$ cat config.mk
export PLATFORM = sky130hd
export DESIGN_NAME = uart_wb_tx_feeder
export DESIGN_NICKNAME = d
export VERILOG_FILES = /design/src/rtl/uart_wb_tx_feeder.sv
export SDC_FILE = /design/constraint.sdc
export NUM_CORES = 1
export LEC_CHECK = 0
export ABC_AREA = 0
export CAP_MARGIN = 5
export CORE_MARGIN = 2
export CORE_UTILIZATION = 40
export CTS_BUF_LIST = sky130_fd_sc_hd__clkbuf_16
export DETAILED_ROUTE_END_ITERATION = 10
export GPL_ROUTABILITY_DRIVEN = 1
export PLACE_DENSITY_LB_ADDON = 0.12
export SKIP_CTS_REPAIR_TIMING = 1
export SYNTH_ARGS = -nofsm -noshare
export SYNTH_HDL_FRONTEND = slang
export SYNTH_SLANG_ARGS = --single-unit
export TNS_END_PERCENT = 20
$ cat constraint.sdc
create_clock -name clk_i -period 7.15 [get_ports clk_i]
set_clock_uncertainty 0.15 [all_clocks]
set_input_delay 0.715 -clock clk_i [delete_from_list [all_inputs] [get_ports clk_i]]
set_output_delay 0.715 -clock clk_i [all_outputs]
set_load 0.1 [all_outputs]
$ cat src/rtl/uart_wb_tx_feeder.sv
// uart_wb_tx_feeder
// Buffers upstream bytes in a small FIFO. Drains them into a 16550-style UART
// over a Wishbone master port. Each byte costs one LSR poll and one THR write.
// Optional macro UART_WB_TIMEOUT_EN adds an ack watchdog and a sticky err flag.
//
// Ports:
//   clk_i, rst_n_i        clock, synchronous active-low reset
//   in_valid_i/in_data_i  upstream byte handshake input
//   in_ready_o            FIFO can accept a byte
//   wb_*                  Wishbone master (address, data out/in, we, stb, cyc, sel, ack)
//   fifo_count_o          bytes currently buffered
//   busy_o                FSM not idle or FIFO non-empty
//   err_o                 sticky ack-timeout flag (0 when the timeout is disabled)
//
// state   | meaning
// S_IDLE  | bus idle; start an LSR poll when the FIFO holds data
// S_POLL  | LSR read in flight; THRE decides write or retry
// S_WRITE | one idle bus cycle, then THR write of the FIFO head
`timescale 1ns/1ps
module uart_wb_tx_feeder #(
  parameter int         FIFO_DEPTH  = 8,
  parameter logic [2:0] LSR_ADDR    = 3'd5,
  parameter logic [2:0] THR_ADDR    = 3'd0,
  parameter int         ACK_TIMEOUT = 255
) (
  input  logic                          clk_i,
  input  logic                          rst_n_i,
  input  logic                          in_valid_i,
  input  logic [7:0]                    in_data_i,
  output logic                          in_ready_o,
  output logic [2:0]                    wb_address_o,
  output logic [7:0]                    wb_data_out_o,
  input  logic [7:0]                    wb_data_in_i,
  output logic                          wb_we_o,
  output logic                          wb_stb_o,
  output logic                          wb_cyc_o,
  output logic [3:0]                    wb_sel_o,
  input  logic                          wb_ack_i,
  output logic [$clog2(FIFO_DEPTH):0]   fifo_count_o,
  output logic                          busy_o,
  output logic                          err_o
);

  localparam int AW = $clog2(FIFO_DEPTH);
  localparam int CW = AW + 1;

  typedef enum logic [1:0] {S_IDLE, S_POLL, S_WRITE} state_t;

  logic [7:0]    mem_q [FIFO_DEPTH];
  logic [AW-1:0] wr_ptr_q, rd_ptr_q;
  logic [CW-1:0] count_q, count_d;
  logic          push, pop;

  state_t     state_q;
  logic       cyc_q, stb_q, we_q;
  logic [2:0] addr_q;
  logic [7:0] dout_q;
  logic       ack_seen;
  logic       timeout;

  // Only THRE matters in the LSR; the remaining bits are read but unused.
  logic unused_lsr_bits;
  assign unused_lsr_bits = ^{wb_data_in_i[7:6], wb_data_in_i[4:0]};

  assign in_ready_o = (count_q < CW'(FIFO_DEPTH));
  assign push       = in_valid_i & in_ready_o;
  assign ack_seen   = cyc_q & wb_ack_i;
  assign pop        = (state_q == S_WRITE) & ack_seen;

  always_comb begin
    count_d = count_q;
    if (push && !pop)      count_d = count_q + 1'b1;
    else if (pop && !push) count_d = count_q - 1'b1;
  end

  always_ff @(posedge clk_i) begin
    if (!rst_n_i) begin
      wr_ptr_q <= '0;
      rd_ptr_q <= '0;
      count_q  <= '0;
    end else begin
      if (push) begin
        mem_q[wr_ptr_q] <= in_data_i;
        wr_ptr_q        <= wr_ptr_q + 1'b1;
      end
      if (pop) rd_ptr_q <= rd_ptr_q + 1'b1;
      count_q <= count_d;
    end
  end

`ifdef UART_WB_TIMEOUT_EN
  localparam int TW = $clog2(ACK_TIMEOUT + 1);
  logic [TW-1:0] wait_q;
  logic          err_q;

  // The counter sits at zero whenever cyc is low, so it starts from zero on every bus cycle.
  assign timeout = cyc_q & ~wb_ack_i & (wait_q == TW'(ACK_TIMEOUT - 1));

  always_ff @(posedge clk_i) begin
    if (!rst_n_i) begin
      wait_q <= '0;
      err_q  <= 1'b0;
    end else begin
      if (!cyc_q)         wait_q <= '0;
      else if (!wb_ack_i) wait_q <= wait_q + 1'b1;
      if (timeout) err_q <= 1'b1;
    end
  end

  assign err_o = err_q;
`else
  assign timeout = 1'b0;
  assign err_o   = 1'b0;
`endif

  always_ff @(posedge clk_i) begin
    if (!rst_n_i) begin
      state_q <= S_IDLE;
      cyc_q   <= 1'b0;
      stb_q   <= 1'b0;
      we_q    <= 1'b0;
      addr_q  <= 3'd0;
      dout_q  <= 8'd0;
    end else begin
      case (state_q)
        S_IDLE: begin
          if (count_q != '0) begin
            state_q <= S_POLL;
            cyc_q   <= 1'b1;
            stb_q   <= 1'b1;
            we_q    <= 1'b0;
            addr_q  <= LSR_ADDR;
          end
        end
        S_POLL: begin
          if (ack_seen) begin
            cyc_q   <= 1'b0;
            stb_q   <= 1'b0;
            state_q <= wb_data_in_i[5] ? S_WRITE : S_IDLE;
          end else if (timeout) begin
            cyc_q   <= 1'b0;
            stb_q   <= 1'b0;
            state_q <= S_IDLE;
          end
        end
        S_WRITE: begin
          // The first WRITE cycle keeps the bus idle to separate it from the poll.
          // The head is latched once, so later pushes cannot disturb the data.
          if (!cyc_q) begin
            cyc_q  <= 1'b1;
            stb_q  <= 1'b1;
            we_q   <= 1'b1;
            addr_q <= THR_ADDR;
            dout_q <= mem_q[rd_ptr_q];
          end else if (ack_seen || timeout) begin
            cyc_q   <= 1'b0;
            stb_q   <= 1'b0;
            we_q    <= 1'b0;
            state_q <= S_IDLE;
          end
        end
        default: state_q <= S_IDLE;
      endcase
    end
  end

  assign wb_cyc_o      = cyc_q;
  assign wb_stb_o      = stb_q;
  assign wb_we_o       = we_q;
  assign wb_address_o  = addr_q;
  assign wb_data_out_o = dout_q;
  assign wb_sel_o      = 4'b0001;
  assign fifo_count_o  = count_q;
  assign busy_o        = (state_q != S_IDLE) | (count_q != '0);

endmodule
Yosys cells after proc, flatten, opt, wreduce, memory -nomap -nowiden
Memory sizes are Yosys's and may differ from the RTL's. A register that Yosys moved wholly into a read port is not among the register bits.
Cells that the tools add are included.
- add/subtract/negate cells: 4
- eq/ne operators: 8
- divide/modulo/power cells: 0
- reduce and logical (&&, ||, !) cells: 17
- multiplexer cells: 25
- multipliers: 0
- shift-type cells: 0
- bitwise gates (word level): 5
- order comparisons: 1
- operator list (cell ; number):
    2-to-1 mux 1 bit ; 11
    2-to-1 mux 2 bit ; 5
    inequality test 2 bit (second input constant) ; 5
    AND reduction 3 bit ; 3
    2-to-1 mux 4 bit ; 2
    adder 3 x 1 -> 3 bit (second input constant) ; 2
    2-to-1 mux 3 bit ; 2
    case mux 1 bit (3 select lines) ; 2
    case mux 2 bit (3 select lines) ; 1
    case mux 3 bit (2 select lines) ; 1
    nonzero test 2 bit ; 3
    adder 4 x 1 -> 4 bit (second input constant) ; 1
    less-than comparator 4 bit (second input constant) ; 1
    AND reduction 2 bit ; 2
    AND reduction 4 bit ; 1
    nonzero test 4 bit ; 1
    subtractor 4 x 1 -> 4 bit (second input constant) ; 1
    bitwise AND 1 bit ; 3
    logical NOT 1 bit ; 3
    inequality test 3 bit (second input constant) ; 1
    nonzero test 3 bit ; 1
    == test 2 x 1 -> 1 bit (second input constant) ; 1
    == test 2 bit (second input constant) ; 1
    logical AND 1 bit ; 2
    other kinds (4) ; 4
- logic and storage cells: 69
- ROM bits: 0
- bits in writable memories: 64
- output and inout bits: 25
- latch bits: 0
- memories: 1
- register bits: 18
- input bits: 20
- memories (name ; words ; bits a word ; read ports ; clocked after memory_dff ; write ports ; line ; source):
    mem_q ; 8 ; 8 ; 1 ; 1 ; 1 ; 49 ; logic [7:0] mem_q [FIFO_DEPTH];

Logic depth before layout (Yosys ltp)
- depth after elaboration: 6
- gate-level depth with buffers: 10
- depth with buffers taken out: 10

Least setup slack after synthesis
Ideal clock, no wire load.
- path kind: register to output
- start point: register count_q[0], in the netlist fifo_count_o[0]
- end point: output busy_o
- arrival time: 2087 ps
- path slack: 4198 ps
- cell stages (with the launch flop): 4
- buffers on the path: 0
- data required time: 6285 ps
- cell sequence: dfxtp_1 nor4_2 and2_2 inv_1
- cells in the longest elaborated chain, start to end: 2
- RTL lines (item ; line ; source):
    from (decl) ; 51 ; logic [CW-1:0] count_q, count_d;
    from (signal assigned) ; 87 ; count_q <= count_d;
    nonzero test 4 bit ; 174 ; assign busy_o = (state_q != S_IDLE) | (count_q != '0);
    bitwise OR 1 bit ; 174 ;
    to (decl) ; 40 ; output logic busy_o,
No other way between the ends.

Final worst setup path
- start point: register state_q[0]
- end point: output busy_o
- cells in the longest elaborated chain, start to end: 2
- RTL lines (item ; line ; source):
    from (decl) ; 54 ; state_t state_q;
    from (signal assigned) ; 139 ; state_q <= wb_data_in_i[5] ? S_WRITE : S_IDLE;
    nonzero test 2 bit ; 174 ;
    bitwise OR 1 bit ; 174 ;
No other way between the ends.

==> flow_metrics.tcl <==
set metrics [dict create \
    layout_common_cells "64 x edfxtp_1, 31 x clkdlybuf4s50_1, 24 x dfxtp_1" \
    fin_setup_tns_ns 0 \
    path_class "register to output port" \
    power.internal_mw 1.02 \
    syn-instance-count 239 \
    reg2reg_depth 6 \
    synth-simple-area-share 0.0824 \
    clk_path_buf_depth 2 \
    grt_pass1_wl_mm 10.7 \
    syn_area_um2 3680 \
    power_frac_clock 0.286 \
    ant_nets 0 \
    dp_hpwl_mm 4.20 \
    max_freq_mhz 294 \
    grt_max_degree 31 \
    synth-compound-area-share 0.0596 \
    hp-start "wb_we_o$_SDFFE_PN0P_" \
    switching_share 0.382 \
    cts_sinks 88 \
    cp_data_arrival_time_ns 2.54 \
    timing.final.ws_setup_ns 3.74 \
    synth_edf_count 64 \
    reg2reg_setup_slack_ns 4.45 \
    grt_pass1_vias 1986 \
    period_share 0.476 \
    min_to "wb_we_o$_SDFFE_PN0P_" \
    cts_tree "done" \
    timing_hold_violations_final 0 \
    io_pins 45 \
    cp_max_fo 5 \
    die_h_um 99.9 \
    clk_latency_ns 0.33 \
    clk_pin_slew_ns 0.06 \
    ys_types 42 \
    drc 0 \
    drv_cap 0 \
    final-instance-count-excl-fill 382 \
    worstSetupStartpointType "register" \
    wl_per_cell_um 17.9 \
    cts.htree.levels 3 \
    synthFlopType "edfxtp_1" \
    antenna_cells 0 \
    routed-via-count 2018 \
    combPwrFrac 0.335 \
    die_w_um 99.9 \
    grt.total_usage 0.148 \
    drtPass1Iterations 4 \
    num_rows 34 \
    ys_ff_latch 88 \
    avgSynthCellArea_um2 15.4 \
    hold_path_class "register to register" \
    finalSetupViolCount 0 \
    drt_iter0_drc 73 \
    status "finished clean" \
    maxSlewViolCount 0 \
    synth_fa_ha_area_frac 0.0361 \
    globalplace.congestion 0.793 \
    grt_setup_unrepaired "false" \
    yosysWarningCount 0 \
    layout.nets 299 \
    holdPathStages 2 \
    core-area_um2 8810 \
    initial_core_util 0.417 \
    power_frac_seq 0.379 \
    antenna_found_initial 0 \
    r2r_start "state_q[0]$_SDFFE_PN0P_" \
    switchingPower_mw 0.631 \
    power_density_nw_per_um2 379 \
    overflow 0 \
    maxSlewHeadroom 0.321 \
    crit_required_ns 6.28 \
    layout-drive-gt1-share 0.128 \
    viasPerCell 5.28 \
    fin_util 0.494 \
    worst_pin_slew_ns 1.01 \
    synth-seq-area-share 0.654 \
    layout_commonest_cell "edfxtp_1" \
    p_leak_nw 1.48 \
    syn_to_final_growth_pct 18.4 \
    min_period_ns 3.41 \
    fp.dieArea_um2 9970 \
    pre_cts_slack_ns 3.90 \
    ir_drop_mv 0.208 \
    async_flop_share 0 \
    portBuffers 31 \
    root_buffer "clkbuf_16" \
    place_inst 366 \
    synth_mux_area_frac 0.116 \
    cts-buffers-inserted 9 \
    cp-end-kind "output port" \
    routed_wl_mm 6.82 \
    synth_xor_area_frac 0.0119 \
    worstReg2RegEnd "wb_data_out_o[1]$_SDFFE_PN0P_" \
    synth_top_family_by_area "multiplexers" \
]
==> sequential cells by signal (all words and copies together), names as in the netlist <==
| name | count |
|---|---|
| mem_q | 64 |
| wb_cyc_o | 1 |
| wb_address_o | 1 |
| fifo_count_o | 4 |
| wb_we_o | 1 |
| rd_ptr_q | 3 |
| wb_data_out_o | 8 |
| state_q | 2 |
| wb_stb_o | 1 |
| wr_ptr_q | 3 |
==> per-layer routing <==
layer	global-route usage	wire length (um)
met2	0.257	3480
met5	0	0
met4	0.0685	111
met3	0.0286	210
met1	0.179	3020
==> worst max-delay path, stage by stage (launching register included) <==
cell and delay (ns):
dfxtp_1 0.35, inv_1 0.09, ha_1 0.25, and2_2 0.22
inv_1 0.15, clkdlybuf4s50_1 1.16
==> layout make-up <==
type	instances	area, um^2
clock buffers	9	225
clock inverters	7	78.8
fillers	744	4450
inverters	5	18.8
multi-input cells	132	1170
flip-flops and latches	88	2400
well taps	108	135
repair buffers	33	325
==> power by group through the flow <==
| stage | clock network (mW) | logic [mW] | registers [mW] |
|---|---|---|---|
| global route | 0.502 | 0.585 | 0.633 |
| floorplan | 0 | 0.277 | 0.798 |
| detailed placement | 0 | 0.555 | 0.639 |
| finish | 0.472 | 0.553 | 0.626 |
| global placement | 0 | 0.551 | 0.637 |
| CTS | 0.483 | 0.557 | 0.627 |
==> worst max path at each step <==
| stage | start | to | slack (ns) | depth (start not counted) |
|---|---|---|---|---|
| after floorplan | fifo_count_o[0]$_SDFFE_PN0P_ | busy_o | 4.20 | 3 |
| after global placement | rst_n_i | mem_q[1][1]$_DFFE_PP_ | 3.93 | 4 |
| after detailed placement | rst_n_i | mem_q[0][1]$_DFFE_PP_ | 3.90 | 4 |
| after CTS | state_q[0]$_SDFFE_PN0P_ | busy_o | 3.73 | 5 |
| after global routing | state_q[1]$_SDFFE_PN0P_ | busy_o | 3.65 | 5 |
| final | state_q[0]$_SDFFE_PN0P_ | busy_o | 3.74 | 5 |
==> Yosys cell counts, types with 2 or more instances <==
cell type,instances,area share
nand2_1,10,0.010
conb_1,2,0.0020
mux4_2,9,0.055
edfxtp_1,64,0.52
nor2_1,16,0.016
mux4_1,7,0.050
nand4_1,2,0.0034
nor3_1,4,0.0054
buf_2,4,0.0054
buf_4,7,0.014
o21ai_0,10,0.014
xnor2_1,5,0.012
inv_1,5,0.0051
nand3_1,4,0.0054
ha_1,9,0.031
o211a_1,2,0.0054
a21boi_0,4,0.0082
nand2b_1,4,0.0068
and2_1,5,0.0085
o22ai_1,9,0.015
nor2b_1,6,0.010
dfxtp_1,24,0.13
mux2i_1,4,0.011
clkbuf_1,5,0.0051
==> per-stage QoR <==
step,total power [mW],hold slack (ns),cell area [um^2]
floorplan,1.08,0.308,3690
global placement,1.19,0.316,4050
detailed placement,1.19,0.328,4050
CTS,1.67,0.337,4350
global route,1.72,0.365,4350
finish,1.65,0.330,4350
==> cell families after synthesis <==
kind of cell               after synthesis
other                                    2
and+or+nand+nor                         58
buffers and inverters                   23
muxes                                   20
adders and majority gates               10
AOI/OAI and AO/OA                       33
xor gates and xnor gates                 5
DFF                                     88
Note: power is estimated with default switching activity, not from simulation.
==> patch 1, RTL diff (same settings) <==
Re-encode `state_t` (3 states) as one-hot, 3 bits wide.
--- a/src/rtl/uart_wb_tx_feeder.sv
+++ b/src/rtl/uart_wb_tx_feeder.sv
@@ -45,5 +45,5 @@
   localparam int CW = AW + 1;
 
-  typedef enum logic [1:0] {S_IDLE, S_POLL, S_WRITE} state_t;
+  typedef enum logic [2:0] {S_IDLE = 3'b001, S_POLL = 3'b010, S_WRITE = 3'b100} state_t;
 
   logic [7:0]    mem_q [FIFO_DEPTH];
Function: same outputs for any inputs over 10 cycles, from zero or initial values and one cycle with rst_n_i low; not proved beyond that.
==> patch 1 against the original RTL <==
Area after synthesis increased by 1.6%; register-to-register slack better by 0.04 ns; combinational power down 23%; design area grew 0.86%; worst setup slack improved by 0.16 ns; power decreased by 6.6%; sequential cell count up 1; wire length is 3.4% higher; critical endpoint is now mem_q[0][4]; largest power group unchanged; highest routed layer unchanged.
==> patch 1: results (changes against the original RTL) <==
Placed design
  – I/O Buffers: 31 (unchanged)
  – Placer Congestion: 0.763 (-3.8%)
  – DP Wirelength: 4200 um (about the same)
  – Worst slack, placed: 3.51 ns (-0.397 ns)

Synthesis
  – Ys Warns: 0 (unchanged)
  – Top cells by area, synth: edfxtp_1 51%, dfxtp_1 13%, mux4_2 5.4%, mux4_1 4.9%, nor2_1 1.8%
  – Number of synthesized flops with an enable pin: 64 (unchanged)
  – Top post-synthesis cells by count: 64 x edfxtp_1, 25 x dfxtp_1, 18 x nor2_1, 11 x nand2_1, 11 x o21ai_0
  – Sequential area share after synthesis: 64.9% (-0.49 points)
  – Synth cell types: 43 (+2.4%)
  – Dominant synthesized flop cell: edfxtp_1
  – Post-synth ARST share: 0% (unchanged)

Route
  – DRT iter0 DRCs: 91 (+25%)
  – Vias: 2058 (+2.0%)
  – Initial DRT Pass Iterations: 4 (unchanged)
  – Final WL: 7060 um (+3.4%)

Clocking
  – Max clock buf depth: 2 (unchanged)
  – Clk slew on worst S/H paths: 0.06 ns (about the same)
  – Num CTS Buffers: 9 (unchanged)
  – Root Buffer: clkbuf_16
  – CTS H-Tree Depth: 3 (unchanged)
  – Clk_lat worst skew: 0.33 ns (about the same)

Worst setup path
  – CP arrival: 3.04 ns (+0.50 ns)
  – Crit path max-delay cell type: clkdlybuf4s50_1
  – Crit-path leading delay family: buffers and inverters
  – CP max FO: 30 (+25)
  – CP peak stage delay: 1.16 ns (about the same)

Layout
  – Final #Nets: 301 (+0.67%)
  – Share of layout cells above drive strength 1: 12.1% (-0.63 points)
  – Antenna diodes: 0 (unchanged)
  – Fillers: 809 (+8.7%)
  – Top reg by flops: mem_q
  – Max reg flops: 64 (unchanged)

Power
  – NetSw: 0.541 mW (-14%)
  – Sequential Power Share: 41.6% (+3.7 points)
  – Pleak: 1.47 nW (-0.87%)
  – Maximum vdd drop: 165 uV (-21%)

GRT
  – First-pass GRT wire length: 11300 um (+6.1%)
  – Gr usage total: 15.3% (+0.43 points)
  – Initial antenna violation count: 0 (unchanged)
  – Pin count of the biggest net entering global routing: 31 (unchanged)
  – Vias in the first global route: 2062 (+3.8%)

Min path
  – Min-delay worst type: reg2reg

Timing
  – Worst-Margin Slew: 1.05 ns (+0.0326 ns)

Status
  – Outcome: finished clean
==> patch 1: cell count changes in the layout (fill, tap and decap cells not counted), sizes merged, moves of 2 or more <==
| cell | change |
|---|---|
| a21oi | +2 |
| ha | -4 |
| inv | -2 |
| nand4 | -2 |
| nor2 | +2 |
| nor3 | +2 |
| nor3b | +2 |
| o211a | -2 |
| o21ai | +2 |
| xor2 | +2 |
==> patch 1: metal layers <==
layer	track usage, %	vias to the layer above	wire length [um]
li1	-	987	-
met1	20.2	1019	3180
met2	25.2	44	3500
met3	2.57	8	291
met4	6.01	0	85
met5	0	-	0
==> patch 1: through the flow <==
stage	cell area (sq um)	hold WS, ns	utilization (%)	cells
6_report	4390	0.360	48.0	391
5_1_grt	4390	0.400	48.0	391
4_1_cts	4390	0.368	48.0	391
3_5_place_dp	4080	0.349	44.6	375
3_3_place_gp	4080	0.342	44.6	375
2_1_floorplan	3750	0.370	-	253
==> patch 1: worst min-delay path: stages (launching register included) <==
cell      delay, ns
dfxtp_1        0.32
o21ai_0        0.06
a21boi_0       0.07
==> patch 1: power by group through the flow <==
stage	logic [mW]	clock network (mW)	registers, mW
2_1_floorplan	0.238	0	0.753
3_3_place_gp	0.424	0	0.652
3_5_place_dp	0.426	0	0.653
4_1_cts	0.427	0.486	0.643
5_1_grt	0.455	0.507	0.651
6_report	0.424	0.476	0.642
==> patch 1: path summary, 6_finish.rpt <==
kind | startpoint | end | slack [ns] | cells after the start
worst min register to register | wb_address_o[0] | wb_address_o[0] | 0.36 | 2
worst max register to register | state_q[0] | fifo_count_o[3] | 4.49 | 9
worst max-delay path | rst_n_i | mem_q[0][4] | 3.90 | 3
worst min-delay path | wb_address_o[0] | wb_address_o[0] | 0.36 | 2
==> patch 1: cells by family (layout without fill, tap and decap cells) <==
group | after synthesis | after routing | share of synthesized area, %
muxes | 19 | 19 | 11.2
adders and majority gates | 6 | 6 | 2.21
xor gates and xnor gates | 7 | 7 | 1.64
buffers and inverters | 25 | 52 | 4.25
and+or+nand+nor | 64 | 64 | 9.41
other | 2 | 6 | 0.201
AOI/OAI and AO/OA | 37 | 37 | 6.26
DFF | 89 | 89 | 64.9
==> patch 1: cell type report <==
cell class                      instances  area [sq um]  area share [%]
Inverter                                4          15.0           0.342
Multi-Input combinational cell        139          1190            27.1
Clock buffer                           10           250            5.70
Sequential cell                        89          2420            55.2
Timing Repair Buffer                   32           318            7.24
Tap cell                              111           139            3.16
Clock inverter                          6          57.6            1.31
==> patch 2, RTL diff (config.mk and constraints unchanged) <==
Made on the original files. Build with the macro `UART_WB_TIMEOUT_EN` defined.
--- a/src/rtl/uart_wb_tx_feeder.sv
+++ b/src/rtl/uart_wb_tx_feeder.sv
@@ -18,4 +18,6 @@
 // S_WRITE | one idle bus cycle, then THR write of the FIFO head
 `timescale 1ns/1ps
+`define UART_WB_TIMEOUT_EN
+
 module uart_wb_tx_feeder #(
   parameter int         FIFO_DEPTH  = 8,
Formal check against the unedited RTL: same outputs for any inputs over 10 cycles, from zero or initial values and one cycle with rst_n_i low; that may be too few to reach the edited logic, so the function may still have changed.
==> patch 2 against the original RTL <==
First-iteration DRC count grew 6.8%; critical path type unchanged; register-to-register slack gained 0.10 ns; wire length grew 12%; power shrank 0.37%; design area grew 10%; worst setup slack gained 0.10 ns; largest power group unchanged; area after synthesis grew 10%; sequential cell count grew 9.
==> patch 2: results (changes against the original RTL) <==
Placed design
  – Cell count after placement: 443 (+21%)
  – Placer Congestion: 0.723 (-8.7%)
  – Worst slack, placed: 3.80 ns (-0.101 ns)
  – I/O Buffers: 32 (+3.2%)
  – Placement Cell Area: 0.00452 sq mm (+12%)
  – DP Wirelength: 4990 um (+19%)

Synthesis
  – Synth Area in Adders: 2.65% (-0.96 points)
  – Syn avg cell area: 14.1 sq um (-8.1%)
  – Top cells by area, synth: edfxtp_1 47%, dfxtp_1 16%, mux4_2 5.0%, mux4_1 4.5%, nand2_1 3.3%
  – Synth cell types: 45 (+7.1%)
  – Xor and xnor area share after synthesis: 2.59% (+1.4 points)
  – Sequential area share after synthesis: 63.6% (-1.7 points)
  – Top post-synthesis cells by count: 64 x edfxtp_1, 36 x nand2_1, 33 x dfxtp_1, 12 x nor2_1
  – FF+latch count, synth: 97 (+10%)
  – Multiplexer share of the synthesized area: 10.3% (-1.3 points)
  – Area fraction in compound gates after synthesis: 4.87% (-1.1 points)

GRT
  – Pin count of the biggest net entering global routing: 29 (-6.5%)
  – Gr usage total: 15.2% (+0.36 points)
  – First-pass GRT wire length: 12400 um (+16%)

Route
  – Vias: 2327 (+15%)
  – Initial DRT Pass Iterations: 5 (+1)
  – Final WL: 7660 um (+12%)
  – DRT iter0 DRCs: 78 (+6.8%)

Worst setup path
  – CP peak stage delay: 1.00 ns (-0.16 ns)
  – CP arrival: 2.44 ns (-0.10 ns)

Power
  – Pleak: 1.65 nW (+11%)
  – Pwr Density: 342 mW/mm^2 (-9.8%)
  – Maximum vdd drop: 233 uV (+12%)
  – Clk. pwr: 0.462 mW (-2%)
  – Sequential Power Share: 42.0% (+4.1 points)
  – Sw Share: 38.2% (-0.046 points)

Layout
  – Multi-input comb cells: 169 (+28%)
  – Area of the multi-input gates: 0.00138 sq mm (+18%)
  – Nonclk inv count: 4 (-1)
  – Top reg by flops: mem_q
  – Nonclk buf count: 40 (+21%)
  – Fillers: 880 (+18%)
  – Sequential cell area: 0.00258 sq mm (+7.5%)
  – NonClk Buf Share: 7.91% (+0.44 points)
  – Clk tree area frac: 5.96% (-1.0 points)
  – Post-route cell area: 0.00481 sq mm (+10%)
  – Final #Nets: 349 (+17%)
  – Post-Layout Cell Count: 459 (+20%)
  – Share of layout cells above drive strength 1: 12.3% (-0.50 points)

Timing
  – Slew headroom: 20.4% (-12 points)

Die
  – N_taps: 133 (+23%)

Status
  – Outcome: finished clean
==> patch 2: changes by cell type after synthesis, sizes merged, moves of 3 or more <==
cell and change:
nand3 +5, nor2 -4, nor4b +3, clkbuf +4, xor2 +5, a22oi +8
a21oi +6, o21ai -5, nor4 +3, nand2 +25, o22ai -9, dfxtp +9
==> patch 2: layer usage <==
layer	wire, um	vias up	global-route usage, %
li1	-	1136	-
met4	104	0	5.14
met5	0	-	0
met3	256	9	3.99
met2	3730	32	24.5
met1	3580	1150	20.0
==> patch 2: path summary, 6_finish.rpt <==
| check | end | startpoint | slack, ns | depth (start not counted) |
|---|---|---|---|---|
| worst max-delay path | busy_o | fifo_count_o[1] | 3.84 | 3 |
| worst min-delay path | wb_data_out_o[5] | wb_data_out_o[5] | 0.29 | 2 |
| worst max register to register | fifo_count_o[3] | wb_cyc_o | 4.55 | 9 |
| worst min register to register | wb_data_out_o[5] | wb_data_out_o[5] | 0.29 | 2 |
